[config.mk]
export PLATFORM = sky130hd
export DESIGN_NAME = ptw_mem_arbiter
export DESIGN_NICKNAME = d
export VERILOG_FILES = /design/src/rtl/ptw_mem_arbiter.sv
export SDC_FILE = /design/constraint.sdc
export NUM_CORES = 1
export LEC_CHECK = 0
export BUFFER_PORTS_ARGS = -buffer_cell sky130_fd_sc_hd__buf_2
export CAP_MARGIN = 0
export CORE_MARGIN = 2
export CORE_UTILIZATION = 51
export DETAILED_ROUTE_END_ITERATION = 10
export GPL_TIMING_DRIVEN = 0
export MAX_ROUTING_LAYER = met4
export PLACE_DENSITY = 0.87
export SYNTH_ARGS = -nofsm -noshare
export SYNTH_HDL_FRONTEND = slang
export SYNTH_SLANG_ARGS = --single-unit
[constraint.sdc]
create_clock -name CLK -period 2 [get_ports CLK]
set_input_delay 0.1 -clock CLK [delete_from_list [all_inputs] [get_ports CLK]]
set_output_delay 0.1 -clock CLK [all_outputs]
set_load 0.01 [all_outputs]
[src/rtl/ptw_mem_arbiter.sv]
// Arbitrates ITLB/DTLB page-table-walk reads onto one shared AXI read master, one read in flight.
// Optional watchdog on stalled reads is enabled by defining PTW_TIMEOUT_EN.
module ptw_mem_arbiter #(
   parameter int ADDR_WIDTH     = 64,
   parameter int DATA_WIDTH     = 64,
   parameter int TIMEOUT_CYCLES = 255
) (
   input  logic                  CLK,
   input  logic                  RST_N,
   input  logic                  ITLB_ADDR_VALID,
   input  logic [ADDR_WIDTH-1:0] ITLB_ADDR,
   input  logic                  DTLB_ADDR_VALID,
   input  logic [ADDR_WIDTH-1:0] DTLB_ADDR,
   output logic                  ITLB_DATA_VALID,
   output logic [DATA_WIDTH-1:0] ITLB_DATA,
   output logic                  ITLB_ERR,
   output logic                  DTLB_DATA_VALID,
   output logic [DATA_WIDTH-1:0] DTLB_DATA,
   output logic                  DTLB_ERR,
   output logic                  AXIM_ADDR_VALID,
   output logic [ADDR_WIDTH-1:0] AXIM_ADDR,
   input  logic                  AXIM_READY,
   input  logic                  AXIM_DATA_VALID,
   input  logic [DATA_WIDTH-1:0] AXIM_DATA,
   output logic                  BUSY
);

   typedef enum logic [1:0] {
      IDLE  = 2'd0,
      ISSUE = 2'd1,
      WAIT  = 2'd2
   } state_t;

   localparam logic REQ_ITLB = 1'b0;
   localparam logic REQ_DTLB = 1'b1;

   state_t                state;
   state_t                state_next;
   logic                  itlb_pend;
   logic                  dtlb_pend;
   logic [ADDR_WIDTH-1:0] itlb_addr_q;
   logic [ADDR_WIDTH-1:0] dtlb_addr_q;
   logic                  last_grant;
   logic                  owner;
   logic                  axim_valid_q;
   logic [ADDR_WIDTH-1:0] axim_addr_q;
   logic                  itlb_dv_q;
   logic                  dtlb_dv_q;
   logic [DATA_WIDTH-1:0] data_q;

   logic                  itlb_cand;
   logic                  dtlb_cand;
   logic                  grant;
   logic                  grant_sel;
   logic [ADDR_WIDTH-1:0] grant_addr;
   logic                  resp;
   logic                  timeout_fire;
   logic                  timeout_hit;

   assign itlb_cand = itlb_pend | ITLB_ADDR_VALID;
   assign dtlb_cand = dtlb_pend | DTLB_ADDR_VALID;

   always_ff @(posedge CLK or negedge RST_N) begin
      if (!RST_N) begin
         state <= IDLE;
      end else begin
         state <= state_next;
      end
   end

   // A pulse arriving this cycle carries the freshest address, so it beats the latched copy.
   always_comb begin
      state_next   = state;
      grant        = 1'b0;
      grant_sel    = REQ_ITLB;
      grant_addr   = '0;
      resp         = 1'b0;
      timeout_fire = 1'b0;
      case (state)
         IDLE: begin
            if (itlb_cand && dtlb_cand) begin
               grant     = 1'b1;
               grant_sel = (last_grant == REQ_DTLB) ? REQ_ITLB : REQ_DTLB;
            end else if (itlb_cand) begin
               grant     = 1'b1;
               grant_sel = REQ_ITLB;
            end else if (dtlb_cand) begin
               grant     = 1'b1;
               grant_sel = REQ_DTLB;
            end
            if (grant) begin
               state_next = ISSUE;
            end
         end
         ISSUE: begin
            if (AXIM_READY) begin
               state_next = WAIT;
            end else if (timeout_hit) begin
               timeout_fire = 1'b1;
               state_next   = IDLE;
            end
         end
         WAIT: begin
            if (AXIM_DATA_VALID) begin
               resp       = 1'b1;
               state_next = IDLE;
            end else if (timeout_hit) begin
               timeout_fire = 1'b1;
               state_next   = IDLE;
            end
         end
         default: begin
            state_next = IDLE;
         end
      endcase
      if (grant_sel == REQ_ITLB) begin
         grant_addr = ITLB_ADDR_VALID ? ITLB_ADDR : itlb_addr_q;
      end else begin
         grant_addr = DTLB_ADDR_VALID ? DTLB_ADDR : dtlb_addr_q;
      end
   end

   // Pulses not granted on arrival are parked; a repeat pulse simply refreshes the parked address.
   always_ff @(posedge CLK or negedge RST_N) begin
      if (!RST_N) begin
         itlb_pend    <= 1'b0;
         dtlb_pend    <= 1'b0;
         itlb_addr_q  <= '0;
         dtlb_addr_q  <= '0;
         last_grant   <= REQ_DTLB;
         owner        <= REQ_ITLB;
         axim_valid_q <= 1'b0;
         axim_addr_q  <= '0;
         itlb_dv_q    <= 1'b0;
         dtlb_dv_q    <= 1'b0;
         data_q       <= '0;
      end else begin
         if (grant && grant_sel == REQ_ITLB) begin
            itlb_pend <= 1'b0;
         end else if (ITLB_ADDR_VALID) begin
            itlb_pend   <= 1'b1;
            itlb_addr_q <= ITLB_ADDR;
         end
         if (grant && grant_sel == REQ_DTLB) begin
            dtlb_pend <= 1'b0;
         end else if (DTLB_ADDR_VALID) begin
            dtlb_pend   <= 1'b1;
            dtlb_addr_q <= DTLB_ADDR;
         end
         if (grant) begin
            owner       <= grant_sel;
            last_grant  <= grant_sel;
            axim_addr_q <= grant_addr;
         end
         axim_valid_q <= (state_next == ISSUE);
         itlb_dv_q    <= resp && (owner == REQ_ITLB);
         dtlb_dv_q    <= resp && (owner == REQ_DTLB);
         if (resp) begin
            data_q <= AXIM_DATA;
         end
      end
   end

`ifdef PTW_TIMEOUT_EN
   localparam int CNT_W = $clog2(TIMEOUT_CYCLES + 1);

   logic [CNT_W-1:0] timeout_cnt;
   logic             itlb_err_q;
   logic             dtlb_err_q;

   // The count is one behind the cycles spent busy, hence the minus one in the limit.
   assign timeout_hit = (timeout_cnt >= CNT_W'(TIMEOUT_CYCLES - 1));

   always_ff @(posedge CLK or negedge RST_N) begin
      if (!RST_N) begin
         timeout_cnt <= '0;
         itlb_err_q  <= 1'b0;
         dtlb_err_q  <= 1'b0;
      end else begin
         if (grant) begin
            timeout_cnt <= '0;
         end else if (state != IDLE) begin
            timeout_cnt <= timeout_cnt + CNT_W'(1);
         end
         itlb_err_q <= timeout_fire && (owner == REQ_ITLB);
         dtlb_err_q <= timeout_fire && (owner == REQ_DTLB);
      end
   end

   assign ITLB_ERR = itlb_err_q;
   assign DTLB_ERR = dtlb_err_q;
`else
   assign timeout_hit = 1'b0;
   assign ITLB_ERR    = 1'b0;
   assign DTLB_ERR    = 1'b0;
`endif

   assign ITLB_DATA_VALID = itlb_dv_q;
   assign DTLB_DATA_VALID = dtlb_dv_q;
   assign ITLB_DATA       = data_q;
   assign DTLB_DATA       = data_q;
   assign AXIM_ADDR_VALID = axim_valid_q;
   assign AXIM_ADDR       = axim_addr_q;
   assign BUSY            = (state != IDLE);

endmodule

==> results of run 1 <==
path summary, 6_finish.rpt:
| kind | startpoint | to | slack, ns |
|---|---|---|---|
| setup / recovery | state[1]$_DFF_PN0_ | dtlb_addr_q[21]$_DFFE_PN0N_ | -0.02 |
| hold / removal | RST_N | DTLB_DATA[33]$_DFFE_PN0N_ | 0.07 |
| setup reg to reg | state[1]$_DFF_PN0_ | dtlb_addr_q[21]$_DFFE_PN0N_ | -0.02 |
| hold reg to reg | owner$_DFFE_PN0P_ | ITLB_DATA_VALID$_DFF_PN0_ | 0.45 |
| max in group asynchronous | RST_N | AXIM_ADDR[48]$_DFFE_PN0P_ | 1.00 |
| min in group CLK | ITLB_ADDR_VALID | itlb_pend$_DFFE_PN0P_ | 0.27 |
per-layer routing:
layer,wire length (µm),share of wire [%]
met5,0,0
met2,22290,49
met4,3177,7.0
met1,16540,36
met3,3346,7.4
per-stage QoR:
stage               instance area (µm²)  total power [mW]  hold WS [ns]  std cells  setup TNS (ns)
finish                            17920             29.23       0.07251       1894        -0.04048
detailed placement                14780             22.40       0.03394       1633          -25.13
CTS                               17750             28.09       0.07904       1885               0
global placement                  14710             21.81        0.3144       1631        -1051.23
global route                      17920             30.43       0.09895       1894         -0.3752
floorplan                         12350             17.69       -0.1956        919               0
timing repair:
action / in CTS / in global routing
pin swaps: 1 / 0
setup endpoints to repair: 146 / 147
gates resized for setup: 27 / 52
endpoints found under the hold margin: 523 / 0
hold buffers: 196 / 0
buffers inserted: 5 / 0
where the power goes:
part	internal (mW)	leakage, nW	switching [mW]
clock network	2.92	0.436	2.19
logic	6.91	4.93	7.17
registers	8.08	3.15	1.97
cells by family (layout without fill, tap and decap cells):
| family | count (synthesis) | after routing | share of synthesized area (%) |
|---|---|---|---|
| AO/OA/AOI/OAI | 105 | 105 | 6.985 |
| buffers and inverters | 148 | 795 | 7.259 |
| flip-flops | 265 | 265 | 53.74 |
| multiplexers | 288 | 288 | 26.39 |
| other | 1 | 11 | 0.03038 |
| AND/OR/NAND/NOR | 111 | 111 | 5.596 |
cell usage after synthesis (all sizes together), types with 2 or more instances:
master	count	share of area (%)
a221o	64	5.2
a21oi	32	1.3
o21ai	3	0.12
nor2	8	0.24
a21o	3	0.18
inv	2	0.061
buf	106	6.0
mux2	224	21
clkbuf	40	1.2
dfrtp	264	54
mux2i	64	5.2
nor4	96	4.9
nor3	2	0.21
worst max-delay path, stage by stage, from the launching register on:
cell,delay (ns)
dfrtp_1,0.41
or2_4,0.26
buf_6,0.14
clkbuf_8,0.17
buf_2,0.20
buf_4,0.23
nor4_1,0.39
a21oi_1,0.08
state kept, by name, indices dropped and copies added (netlist names):
register         flops
AXIM_ADDR           64
AXIM_ADDR_VALID      1
DTLB_DATA           64
DTLB_DATA_VALID      1
ITLB_DATA_VALID      1
dtlb_addr_q         64
dtlb_pend            1
itlb_addr_q         64
itlb_pend            1
last_grant           1
owner                1
state                2
final cells by class:
| type | instances | area, µm² |
|---|---|---|
| sequential | 265 | 6633 |
| fill | 1332 | 5689 |
| multi-input combinational | 506 | 4957 |
| timing repair buffer | 596 | 4044 |
| buffer | 146 | 977.2 |
| clock buffer | 47 | 863.3 |
| tap | 319 | 399.1 |
| antenna | 9 | 22.52 |
| clock inverter | 4 | 20.02 |
| inverter | 2 | 7.507 |
==> metrics.yaml, run 1 <==
run_status:
  status: "complete, but fails checks"
  violations: "negative setup slack"
timing:
  min_period_ns: 2.018
  finalSetupViolCount: 4
  slew_viol_final: 0
  finalWorstSetupSlack_ns: -0.01842
  relSlewSlack_pct: 53.51
  finalHoldViolations: 0
  period_share_pct: 100.9
  skew_ns: 0.02381
  worst_slew_pin_slew_ns: 0.6973
  max_freq_ghz: 0.4954
  grt_setup_unrepaired: "true"
clock_network:
  cts.sinks: 265
  cts_buffers: 28
  insertion_delay_ns: 0.55
  htreeDepth: 1
  cts-root-buf: "clkbuf_16"
  clockBufferDepth: 3
  clkTransAtPathRegs_ns: 0.06
  cts_tree: "built"
final_layout:
  layout-drive-gt1-share_pct: 51.53
  final_util_pct: 75.91
  nets: 1743
  final_cell_mix: "buf_2 (408), dfrtp_1 (264), mux2_2 (199)"
  area_delta_synth_final_pct: 45.22
  layout_commonest_cell: "buf_2"
place:
  pre_cts_ws_ns: -0.3518
  place.gp.congestion: 0.9373
  port_buffers: 393
  hpwl_mm: 27.13
drt:
  remaining_drc_errors: 0
  ant_nets: 0
  vias: 11070
  drt_iter0_drc: 1054
  wire_per_inst_um: 23.95
  dr.pass1.iters: 5
  wirelength_mm: 45.36
  drt-vias-per-instance: 5.844
logic_synthesis:
  synth_area_um2: 12340
  synth_edf_count: 0
  ys_types: 29
  synth_seq_cells: 265
  yosysWarnings: 0
  syn_inst: 918
  seq_area_frac_synth_pct: 53.74
  synthFlopType: "dfrtp_1"
  syn_avg_cell_area_um2: 13.44
  async_reset_ff_share_pct: 100.0
critical_path:
  crit_fanout: 10
  end_kind: "flop"
  cp-start-kind: "flop"
  r2r_cells: 7
  arrival_ns: 2.43
  cp.required_ns: 2.41
  worstSetupPathType: "reg -> reg"
floorplan:
  core_area_um2: 23610
  start_util_pct: 52.27
  die_y_um: 159.6
  io_pins: 396
  num_rows: 56
  die-area_um2: 25460
  die_width_um: 159.6
worst_hold_path:
  min_path_type: "in -> async"
grt:
  grt_pass1_vias: 11690
  use_met2_pct: 57.99
  busiest_layer: "met2"
  antenna_found_initial: 6
  met3_usage_pct: 6.460
  grt_use_met1_pct: 40.96
  overflow: 0
  grt_pass1_wl_mm: 68.57
  gr-usage-all-layers_pct: 35.34
  grt_max_degree: 111
job:
  maxCapViolCount: 0
power_and_ir_drop:
  power.density_nw_per_um2: 1631
  ir_drop_mv: 0.9237
  leakage_nw: 8.508
(Power assumes the default switching activity.)
==> run 2, diff against run 1 <==
CORE_ASPECT_RATIO = 1.4   (was default)
SKIP_LAST_GASP = 1   (was default)
==> run 2 against run 1 <==
Effect of this change: first-iteration DRC count is 30% lower; core utilization fell by 0.63 points; critical path type unchanged; wire length grew 4.4%; clock-buffer cell count decreased by 12; clock skew shrank 0.0079 ns; non-clock buffer count increased by 2; highest routed layer unchanged; global-route usage rose by 2.3 points; total power rose by 1.8%; largest cell class unchanged; die area about the same; hold slack better by 0.011 ns; the run now ends clean; clock power grew 4%; sequential share of layout area shrank 0.13 points.
==> metrics.yaml, run 2 (synthesis gave the netlist of run 1 again) <==
timing:
  max_freq_ghz: 0.5074  # +2.4%
  slew_viol_final: 0  # unchanged
  min_period_ns: 1.971  # -0.04752 ns
  skew_ns: 0.01587  # -0.007938 ns
  worst_slew_pin_slew_ns: 0.9892  # +0.2919 ns
  period_share_pct: 98.55  # -2.4 points
  finalHoldViolations: 0  # unchanged
  finalWorstSetupSlack_ns: 0.02910  # +0.04752 ns
  relSlewSlack_pct: 34.05  # -19 points
  grt_setup_unrepaired: "true"
  fin_hold_ws_ns: 0.08351  # +0.01100 ns
  finalSetupViolCount: 0  # -4
clock_network:
  clkTransAtPathRegs_ns: 0.07  # about the same
  insertion_delay_ns: 0.53  # -0.02 ns
  cts.sinks: 265  # unchanged
  cts_tree: "built"
  clockBufferDepth: 3  # unchanged
  htreeDepth: 1  # unchanged
  cts_buffers: 26  # -7.1%
  cts-root-buf: "clkbuf_16"
critical_path:
  path_delay_family: "simple AND/OR/NAND/NOR gates"
  cp-start-kind: "flop"
  crit_fanout: 10  # unchanged
  max_stage_delay_ns: 0.41  # about the same
  path_cells: "or2_4 -> buf_6 -> or3_1 -> buf_6 -> buf_6 -> mux2_4"
  cp_num_buf_inv: 3  # -1
  cp.required_ns: 2.42  # about the same
  cp_slowest_cell: "dfrtp_1"
  arrival_ns: 2.39  # -0.04 ns
  end_kind: "flop"
  worstSetupPathType: "reg -> reg"
  path_common_cell: "buf_6"
drt:
  wl_met1_mm: 16.16  # -2.3%
  ant_nets: 0  # unchanged
  wirelength_mm: 47.37  # +4.4%
  remaining_drc_errors: 0  # unchanged
  wl_met3_mm: 4.131  # +23%
  vias: 11190  # +1.1%
  dr.pass1.iters: 5  # unchanged
  drt_iter0_drc: 738  # -30%
  wire_per_inst_um: 25.17  # +5.1%
  drt-vias-per-instance: 5.944  # +1.7%
  route.met2.wl_mm: 23.11  # +3.6%
  top_layer: "met4"
floorplan:
  start_util_pct: 51.66  # -0.61 points
  die_width_um: 135.5  # -15%
  core_area_um2: 23890  # +1.2%
  die_y_um: 188.1  # +18%
  die-area_um2: 25480  # about the same
  io_pins: 396  # unchanged
  num_rows: 67  # +20%
place:
  pre_cts_ws_ns: -0.3329  # +0.01893 ns
  port_buffers: 393  # unchanged
  dpl_cell_area_um2: 14770  # about the same
  place.gp.congestion: 0.8658  # -7.6%
  hpwl_mm: 27.13  # about the same
  dpl.cell_count: 1624  # -0.55%
final_layout:
  fillers: 1397  # +4.9%
  layout_commonest_cell: "buf_2"
  layout-drive-gt1-share_pct: 52.85  # +1.3 points
  fin_area_um2: 17980  # +0.34%
  nets: 1743  # unchanged
  final_cell_mix: "buf_2 (408), dfrtp_1 (264), mux2_2 (199)"
  seq_area_um2: 6633  # unchanged
  area_delta_synth_final_pct: 45.72
  multiInputGateArea_um2: 5005  # +0.96%
  finalNonFillerCells: 1882  # -0.63%
grt:
  grt_pass1_vias: 12100  # +3.6%
  antenna_found_initial: 8  # +2
  grt_max_degree: 108  # -2.7%
  grt_pass1_wl_mm: 70.59  # +2.9%
  gr-usage-all-layers_pct: 37.67  # +2.3 points
  overflow: 0  # unchanged
job:
  maxCapViolCount: 0  # unchanged
power_and_ir_drop:
  power.density_nw_per_um2: 1655  # +1.5%
  finalPower_mw: 29.76  # +1.8%
  ir_drop_mv: 0.9296  # +0.64%
  leakage_nw: 8.541  # +0.39%
worst_hold_path:
  min_path_type: "in -> async"
run_status:
  status: "finished, final reports clean"
run 2: cell types whose count changed in the layout (fill, tap and decap cells not counted), moves of 2 or more:
cell,previous run,this run
clkbuf_1,33,20
nor4_1,83,77
clkbuf_2,14,19
buf_4,78,82
nor4_2,11,15
bufinv_16,0,3
buf_1,5,3
buf_6,10,12
clkbuf_16,29,27
clkbuf_8,9,7
clkinvlp_4,0,2
nor4_4,2,4
run 2: timing repair:
item | CTS | global route
resized for setup | 36 | 60
setup buffers | 3 | 5
pin swaps | 2 | 6
setup endpoints to repair | 147 | 200
hold buffers | 195 | 0
hold endpoints to repair | 324 | 0
run 2: layout make-up:
type                       count  share of cell area (%)
antenna                        9                  0.1252
buffer                       146                   5.433
clock buffer                  35                   4.258
clock inverter                11                  0.7722
inverter                       2                 0.04174
multi-input combinational    506                   27.83
sequential                   265                   36.88
tap                          310                   2.157
timing repair buffer         598                   22.51
run 2: power breakdown:
| part | total [mW] | internal [mW] | switching [mW] |
|---|---|---|---|
| clock network | 5.29 | 3.07 | 2.22 |
| registers | 10.0 | 8.07 | 1.93 |
| logic | 14.5 | 6.97 | 7.48 |
run 2: per-stage QoR:
stage / TNS (ns) / util [%]
floorplan: 0 / -
global placement: -1045.67 / 61.53
detailed placement: -25.80 / 61.80
CTS: -0.06799 / 74.34
global route: -0.05007 / 75.28
finish: 0 / 75.28
run 2: per-layer routing:
metal  vias to the layer above  global-route usage [%]
met5                         -                       -
met4                         0                   26.48
met3                       279                   10.95
met2                       738                   60.82
met1                      5500                   39.15
li1                       4670                       -
run 2: worst paths after layout:
check	from	end	slack [ns]	cells after the start
setup reg to reg	state[1]$_DFF_PN0_	dtlb_addr_q[47]$_DFFE_PN0N_	0.03	6
min in group CLK	DTLB_ADDR[11]	dtlb_addr_q[11]$_DFFE_PN0N_	0.09	3
hold reg to reg	itlb_addr_q[18]$_DFFE_PN0N_	itlb_addr_q[18]$_DFFE_PN0N_	0.50	1
setup / recovery	state[1]$_DFF_PN0_	dtlb_addr_q[47]$_DFFE_PN0N_	0.03	6
max in group asynchronous	RST_N	AXIM_ADDR[60]$_DFFE_PN0P_	0.55	4
hold / removal	RST_N	itlb_addr_q[38]$_DFFE_PN0N_	0.08	2
==> run 3, diff against run 2 <==
ABC_AREA = 1   (was default)
CORE_UTILIZATION = 52   (was 51)
HOLD_SLACK_MARGIN = 0.12   (was default)
SKIP_CTS_REPAIR_TIMING = 1   (was default)
==> run 3 against run 2 <==
Effect of this change: clock skew is 0.0036 ns lower; clock power is 7.6% lower; core utilization is 1.9 points lower; critical endpoint is now AXIM_ADDR[21]$_DFFE_PN0P_; highest routed layer unchanged.
==> metrics.yaml, run 3 <==
logic_synthesis:
  syn_inst: 1814  # +98%
  synth_seq_cells: 265  # unchanged
  seq_area_frac_synth_pct: 49.83  # -3.9 points
  synth_area_um2: 13310  # +7.9%
  post-synth-top-area-cell: "dfrtp_1"
  synth_top_family_by_area: "simple AND/OR/NAND/NOR gates"
  synthXorXnorAreaFrac_pct: 0  # unchanged
  async_reset_ff_share_pct: 100.0  # unchanged
  synth_edf_count: 0  # unchanged
  yosys.area_share.simple_pct: 31.25  # +26 points
  synthFlopType: "dfrtp_1"
  synth_commonest_cells: "nand2_1 (835), dfrtp_1 (264), nand3_1 (194), inv_1 (193), o21ai_0 (129)"
  synth_top_cell_area_share_pct: 49.63  # -3.9 points
  synth-compound-area-share_pct: 5.179  # -1.8 points
  synth_mux_area_share_pct: 0  # -26 points
  synthAdderAreaFrac_pct: 0  # unchanged
  ys_types: 20  # -31%
  synth_most_common_cell: "nand2_1"
  syn_avg_cell_area_um2: 7.338  # -45%
  yosysWarnings: 0  # unchanged
  ys_top_cells_by_area: "dfrtp_1 (50%), nand2_1 (24%), nand3_1 (7.3%)"
timing:
  min_period_ns: 1.908  # -0.06286 ns
  slew_viol_final: 0  # unchanged
  skew_ns: 0.01227  # -0.003600 ns
  fin_hold_ws_ns: 0.1583  # +0.07480 ns
  max_freq_ghz: 0.5241  # +3.3%
  finalHoldViolations: 0  # unchanged
  finalSetupViolCount: 0  # unchanged
  worst_slew_pin_slew_ns: 0.6629  # -0.3263 ns
  relSlewSlack_pct: 55.81  # +22 points
  period_share_pct: 95.40  # -3.1 points
grt:
  grt_max_degree: 111  # +2.8%
  antenna_found_initial: 5  # -3
  grt_pass1_wl_mm: 68.01  # -3.6%
  grt_pass1_vias: 12770  # +5.5%
  gr-usage-all-layers_pct: 32.86  # -4.8 points
  overflow: 0  # unchanged
drt:
  wire_per_inst_um: 19.07  # -24%
  dr.pass1.iters: 6  # +1
  remaining_drc_errors: 0  # unchanged
  drt_iter0_drc: 1214  # +64%
  ant_nets: 0  # unchanged
  drt-vias-per-instance: 5.362  # -9.8%
  vias: 14900  # +33%
  wirelength_mm: 52.99  # +12%
place:
  port_buffers: 393  # unchanged
  place.gp.congestion: 0.9182  # +6.1%
  hpwl_mm: 33.40  # +23%
  dpl_cell_area_um2: 15750  # +6.6%
  dpl.cell_count: 2529  # +56%
critical_path:
  arrival_ns: 2.36  # -0.03 ns
  r2r_slack_ns: 0.09  # +0.06 ns
  end_kind: "flop"
  cp.required_ns: 2.46  # +0.04 ns
  cp-start-kind: "flop"
  crit_fanout: 10  # unchanged
  worstSetupPathType: "reg -> reg"
final_layout:
  finalNonFillerCells: 2778  # +48%
  nets: 2635  # +51%
  final_cell_mix: "nand2_1 (835), buf_2 (447), dfrtp_1 (264)"
  layout-drive-gt1-share_pct: 24.33  # -29 points
  area_delta_synth_final_pct: 39.45
  fillers: 1700  # +22%
  layout_commonest_cell: "nand2_1"
  fin_area_um2: 18560  # +3.2%
  final_util_pct: 73.38  # -1.9 points
floorplan:
  die-area_um2: 26910  # +5.6%
  num_rows: 69  # +3.0%
  core_area_um2: 25300  # +5.9%
  io_pins: 396  # unchanged
  die_y_um: 193.3  # +2.8%
  start_util_pct: 52.62  # +0.97 points
  die_width_um: 139.2  # +2.8%
power_and_ir_drop:
  leakage_nw: 10.82  # +27%
  power.density_nw_per_um2: 1564  # -5.5%
  finalPower_mw: 29.04  # -2.4%
  ir_drop_mv: 1.065  # +15%
clock_network:
  cts_tree: "built"
  htreeDepth: 1  # unchanged
  clockBufferDepth: 3  # unchanged
  cts.sinks: 265  # unchanged
  cts-root-buf: "clkbuf_16"
  cts_buffers: 27  # +3.8%
  insertion_delay_ns: 0.53  # about the same
  clkTransAtPathRegs_ns: 0.07  # about the same
worst_hold_path:
  min_path_type: "in -> async"
job:
  maxCapViolCount: 0  # unchanged
run_status:
  status: "finished, final reports clean"
[run 3: layout make-up]
class | count | area, µm² | area share, %
tap | 319 | 399.1 | 2.150
sequential | 265 | 6633 | 35.73
inverter | 199 | 747.0 | 4.024
clock buffer | 37 | 773.2 | 4.166
clock inverter | 9 | 48.80 | 0.2629
buffer | 176 | 1079 | 5.810
timing repair buffer | 593 | 4014 | 21.62
multi-input combinational | 1175 | 4857 | 26.17
antenna | 5 | 12.51 | 0.06740
[run 3: worst paths after layout]
| kind | start | endpoint | cells after the start |
|---|---|---|---|
| setup / recovery | state[1]$_DFF_PN0_ | AXIM_ADDR[21]$_DFFE_PN0P_ | 9 |
| hold / removal | RST_N | itlb_addr_q[58]$_DFFE_PN0N_ | 2 |
| setup reg to reg | state[1]$_DFF_PN0_ | AXIM_ADDR[21]$_DFFE_PN0P_ | 9 |
| hold reg to reg | owner$_DFFE_PN0P_ | ITLB_DATA_VALID$_DFF_PN0_ | 1 |
| max in group asynchronous | RST_N | DTLB_DATA[34]$_DFFE_PN0N_ | 3 |
| min in group CLK | AXIM_READY | state[0]$_DFF_PN0_ | 3 |
[run 3: kinds of logic after synthesis]
group	Yosys count
AO/OA/AOI/OAI	134
buffers and inverters	375
other	1
AND/OR/NAND/NOR	1039
flip-flops	265
[run 3: critical path, stage by stage (launching register included)]
cell	delay, ns
dfrtp_1	0.42
inv_2	0.08
nand2_2	0.16
inv_2	0.05
nand2_2	0.14
clkbuf_1	0.49
nand2_1	0.19
nand2_1	0.14
inv_1	0.05
nand2_1	0.10
[run 3: routing by layer]
metal	vias to the layer above	global-route usage (%)	wire [µm]
met5	-	-	0
met4	0	15.00	3562
met3	278	9.728	5697
met2	1001	54.19	25450
met1	6907	36.76	18270
li1	6711	-	-
[run 3: power breakdown]
group / switching, mW / total, mW / leakage, nW / internal [mW]
clock network: 2.20 / 4.89 / 0.416 / 2.69
registers: 1.97 / 9.93 / 3.29 / 7.96
logic: 9.00 / 14.2 / 7.11 / 5.21
[run 3: metrics by stage]
stage / worst slack, ns / setup TNS (ns)
detailed placement: 0.3424 / 0
global route: -0.007707 / -0.007707
CTS: 0.3201 / 0
finish: 0.09196 / 0
floorplan: 0.6694 / 0
global placement: -3.991 / -1049.28
